### src/rtl/cursor_motion_ctrl.sv
// Cursor sprite sequencer: per-frame motion commit and click pulse animation.
// Optional CURSOR_WRAP_EN: commit wraps around the screen instead of clamping.
module cursor_motion_ctrl #(
    parameter int X_MIN      = 0,
    parameter int X_MAX      = 639,
    parameter int Y_MIN      = 0,
    parameter int Y_MAX      = 479,
    parameter int X_CENTER   = 320,
    parameter int Y_CENTER   = 240,
    parameter int SIZE_REST  = 4,
    parameter int SIZE_PEAK  = 10,
    parameter int PULSE_STEP = 2
) (
    input  logic       Clk,
    input  logic       Reset,
    input  logic       frame_clk,
    input  logic       move_valid,
    output logic       move_ready,
    input  logic [8:0] move_dx,
    input  logic [8:0] move_dy,
    input  logic       click,
    output logic [9:0] CursorX,
    output logic [9:0] CursorY,
    output logic [9:0] CursorSize,
    output logic       pulse_active
);

    typedef enum logic [1:0] {
        REST,
        GROW,
        SHRINK
    } state_t;

    localparam logic [9:0] SR = 10'(SIZE_REST);
    localparam logic [9:0] SP = 10'(SIZE_PEAK);
    localparam logic [9:0] PS = 10'(PULSE_STEP);

    state_t            state;
    logic              fs1, fs2, fs3;
    logic [1:0]        live;
    logic              armed;
    logic              tick;
    logic              tick_nxt;
    logic              click_d;
    logic              click_pending;
    logic signed [9:0] acc_x, acc_y;

    function automatic logic [9:0] sat_add(input logic [9:0] a,
                                           input logic [8:0] d);
        logic signed [10:0] s;
        s = {a[9], a} + {{2{d[8]}}, d};
        if (s > 11'sd511)
            return 10'd511;
        else if (s < -11'sd511)
            return 10'h201;
        else
            return s[9:0];
    endfunction

    function automatic logic [9:0] commit(input logic [9:0] pos,
                                          input logic [9:0] acc,
                                          input int lo,
                                          input int hi);
        logic signed [11:0] s;
        s = {2'b00, pos} + {{2{acc[9]}}, acc};
`ifdef CURSOR_WRAP_EN
        if (s > hi)
            s = s - 12'(hi - lo + 1);
        else if (s < lo)
            s = s + 12'(hi - lo + 1);
`else
        if (s > hi)
            s = 12'(hi);
        else if (s < lo)
            s = 12'(lo);
`endif
        return s[9:0];
    endfunction

    // Ignore rises until the synchronizer has sampled frame_clk low once.
    assign tick_nxt = fs2 & ~fs3 & armed;

    always_ff @(posedge Clk) begin
        if (Reset) begin
            fs1           <= 1'b0;
            fs2           <= 1'b0;
            fs3           <= 1'b0;
            live          <= 2'b00;
            armed         <= 1'b0;
            tick          <= 1'b0;
            move_ready    <= 1'b0;
            click_d       <= 1'b0;
            click_pending <= 1'b0;
            acc_x         <= '0;
            acc_y         <= '0;
            state         <= REST;
            pulse_active  <= 1'b0;
            CursorX       <= 10'(X_CENTER);
            CursorY       <= 10'(Y_CENTER);
            CursorSize    <= SR;
        end else begin
            fs1        <= frame_clk;
            fs2        <= fs1;
            fs3        <= fs2;
            live       <= {live[0], 1'b1};
            armed      <= armed | (live[1] & ~fs2);
            tick       <= tick_nxt;
            move_ready <= ~tick_nxt;
            click_d    <= click;

            if (tick) begin
                CursorX <= commit(CursorX, acc_x, X_MIN, X_MAX);
                CursorY <= commit(CursorY, acc_y, Y_MIN, Y_MAX);
                acc_x   <= '0;
                acc_y   <= '0;
            end else if (move_valid && move_ready) begin
                acc_x <= sat_add(acc_x, move_dx);
                acc_y <= sat_add(acc_y, move_dy);
            end

            if (tick && state == REST && click_pending)
                click_pending <= 1'b0;
            else if (click && !click_d && state == REST)
                click_pending <= 1'b1;

            if (tick) begin
                unique case (state)
                    REST: begin
                        if (click_pending) begin
                            CursorSize   <= CursorSize + PS;
                            pulse_active <= 1'b1;
                            state <= (CursorSize + PS == SP) ? SHRINK : GROW;
                        end
                    end
                    GROW: begin
                        CursorSize <= CursorSize + PS;
                        if (CursorSize + PS == SP)
                            state <= SHRINK;
                    end
                    SHRINK: begin
                        CursorSize <= CursorSize - PS;
                        if (CursorSize - PS == SR) begin
                            state        <= REST;
                            pulse_active <= 1'b0;
                        end
                    end
                    default: begin
                        state        <= REST;
                        pulse_active <= 1'b0;
                    end
                endcase
            end
        end
    end

endmodule

### config.mk
export PLATFORM = sky130hd
export DESIGN_NAME = cursor_motion_ctrl
export DESIGN_NICKNAME = d
export VERILOG_FILES = /design/src/rtl/cursor_motion_ctrl.sv
export SDC_FILE = /design/constraint.sdc
export NUM_CORES = 1
export LEC_CHECK = 0
export ABC_AREA = 0
export CAP_MARGIN = 20
export CORE_MARGIN = 2
export CORE_UTILIZATION = 52
export DETAILED_ROUTE_END_ITERATION = 12
export PLACE_DENSITY_LB_ADDON = 0.2
export SLEW_MARGIN = 25
export SYNTH_ARGS = -nofsm -noshare
export SYNTH_HDL_FRONTEND = slang
export SYNTH_SLANG_ARGS = --single-unit
### constraint.sdc
create_clock -name Clk -period 2.45 [get_ports Clk]
set_clock_uncertainty 0.2 [all_clocks]
set_input_delay 0.245 -clock Clk [delete_from_list [all_inputs] [get_ports Clk]]
set_output_delay 0.245 -clock Clk [all_outputs]
set_load 0.1 [all_outputs]
==> flow_metrics.tcl <==
set metrics [dict create \
    relSlewSlack_pct 64.0 \
    cap_violations 0 \
    drive_gt1_share_pct 38.1 \
    critical_path.max_fanout 5 \
    final_cell_mix "buf_4 (167), nor2_1 (48), nand2_1 (48)" \
    grt_usage_pct 30.2 \
    overflow 0 \
    start_util_pct 53.5 \
    viasPerCell 6.16 \
    grt_pass1_wl_mm 25.0 \
    fin_area_sq_um 7400 \
    cts_sinks 62 \
    setup_ws_ps -437 \
    critPathKind "reg -> reg" \
    async_flop_share_pct 0 \
    critPathSlowestCell "a2111o_1" \
    startpoint_type "flip-flop" \
    dp_hpwl_mm 11.4 \
    rsz0062_at_grt "yes" \
    first_iter_violations 393 \
    antenna_left 0 \
    cts-root-buf "clkbuf_8" \
    fmax_mhz 346 \
    ios 55 \
    ys_ff_latch 62 \
    post_dp_cell_area_sq_um 6710 \
    outcome "finished, violations left" \
    worstMarginPinSlew_ps 538 \
    worst-path-buf-inv 3 \
    grt_pass1_vias 5412 \
    setup-violations-final 39 \
    area_delta_synth_final_pct 49.8 \
    powerDensity_nw_per_um2 458 \
    grt_max_degree 23 \
    r2r_slack_ps -440 \
    drt-pass1-iter-count 7 \
    num_vias 5903 \
    place_ws_ps -676 \
    yosysSeqAreaShare_pct 25.1 \
    n_antenna_cell 0 \
    synthesis.area_sq_um 4940 \
    final_common_cell "buf_4" \
    ys_warn_count 0 \
    avgSynthCellArea_sq_um 7.80 \
    maxSlewViolCount 0 \
    core_area_sq_um 9240 \
    hold_violations 0 \
    clk_path_buf_depth 2 \
    cts_tree "done" \
    synth_top_area_share_pct 25.1 \
    dieWidth_microns 101 \
    critPathRequiredTime_ps 2520 \
    clock_latency_ps 350 \
    synth_edf_count 0 \
    violations "setup timing" \
    min_path_type "in -> reg" \
    dieArea_sq_um 10300 \
    clk_pin_slew_ps 80 \
    antenna_found_initial 0 \
    portBuffers 53 \
    synthesis.nets 705 \
    cts_max_level 3 \
    cp_top_family "compound AO/OA/AOI/OAI gates" \
    place_congestion 0.935 \
    cts_buffers 9 \
    synth_area_leader_cell "dfxtp_1" \
    wl_per_cell_microns 18.0 \
    nFillCells 596 \
    die_y_microns 101 \
    synth_area_leaders "dfxtp_1 (25%), ha_1 (11%), a21oi_1 (5.1%)" \
    max_stage_delay_ps 500 \
    path_cells "buf_6, ha_4, inv_2, fa_2, nor2b_1, o21ai_1, a21o_1, a2111o_1, a21boi_4, buf_12, o31ai_2, nor3_1" \
    p_leak_uw 0.00305 \
    finalCritPeriodShare_pct 118 \
    ir_drop_uv 434 \
    synth_cell_type_count 65 \
    routed_wirelength_mm 17.3 \
    drc 0 \
    finalNetCount 897 \
    post-route-min-period_ps 2890 \
    ys.flop_type "dfxtp_1" \
    synth_cells 633 \
    worstSetupEndpointType "flip-flop" \
    row_count 35 \
    crit_arrival_ps 2950 \
]
## sequential cells by signal, indices dropped and copies added (netlist names), 2 cells and up
name and flops:
acc_y 10, acc_x 10, live 2, CursorX 10, CursorSize 9, state 2, CursorY 10
## worst paths after layout
path                                             from  cells after the start                    end
worst max register to register  acc_x[0]$_SDFFE_PP0P_                     12  acc_x[8]$_SDFFE_PP0P_
worst max-delay path            acc_x[0]$_SDFFE_PP0P_                     12  acc_x[8]$_SDFFE_PP0P_
worst min register to register         fs1$_SDFF_PP0_                      1         fs2$_SDFF_PP0_
worst min-delay path                        frame_clk                      2         fs1$_SDFF_PP0_
## kinds of logic (layout without fill, tap and decap cells)
kind of cell	count (synthesis)	count (layout)	share of synthesized area, %
fa+ha+maj	49	49	13.0
other cells	1	1	0.0759
compound gates	219	219	30.5
buf+inv	64	261	4.94
xor+xnor	27	27	4.79
flops	62	62	25.1
mux	4	4	0.861
simple gates	207	207	20.6
## cell usage after synthesis, types with 12 or more instances
cell      instances
o21ai_0          34
nor2_1           49
nor3_1           28
ha_1             45
clkbuf_1         19
inv_1            43
nand2b_1         12
dfxtp_1          62
nand3_1          14
nor2b_1          13
nand2_1          50
xnor2_1          22
a21oi_1          50
a211oi_1         15
o22ai_1          19
## layout make-up
cell class | count | area, sq um | share of cell area (%)
multi-input cells | 507 | 3970 | 53.6
repair buffers | 201 | 1620 | 21.8
flip-flops and latches | 62 | 1320 | 17.8
inverters | 44 | 165 | 2.23
well taps | 129 | 161 | 2.18
clock buffers | 9 | 124 | 1.67
clock inverters | 7 | 51.3 | 0.693
## per-layer routing
metal | track usage (%) | wire (microns) | vias to the layer above
met5 | 0 | 0 | -
met4 | 11.3 | 679 | 0
li1 | - | - | 2763
met3 | 3.52 | 1220 | 72
met1 | 38.5 | 6920 | 2765
met2 | 52.6 | 8470 | 303
## worst reg2reg max path, stage by stage (launching register included)
cell	delay [ps]
dfxtp_4	390
buf_6	100
ha_4	120
inv_2	30
fa_2	330
nor2b_1	120
o21ai_1	90
a21o_1	230
a2111o_1	500
a21boi_4	270
buf_12	170
o31ai_2	60
nor3_1	200
## timing repair
item,4_1_cts,5_1_grt
hold buffers,0,0
pin swaps,19,20
gates resized for setup,32,55
buffers inserted,9,11
endpoints found under the setup margin,39,40
## stage by stage
stage                     utilization, %  hold WS, ps  cells  setup TNS [ps]  total power, uW
final                               80.1          243    959          -12300             3390
after global routing                80.1          254    959          -15610             3520
after CTS                           76.7          228    950           -7610             3200
after detailed placement            72.6          228    925          -16370             2310
after global placement              72.6          222    925          -13390             2270
after floorplan                        -          173    633           -3720             1790
## where the power goes
| part | switching [uW] | total (uW) | internal [uW] |
|---|---|---|---|
| logic | 766 | 1480 | 710 |
| clock network | 460 | 829 | 368 |
| registers | 50.5 | 1080 | 1030 |
Note: power is estimated with default switching activity, not from simulation.
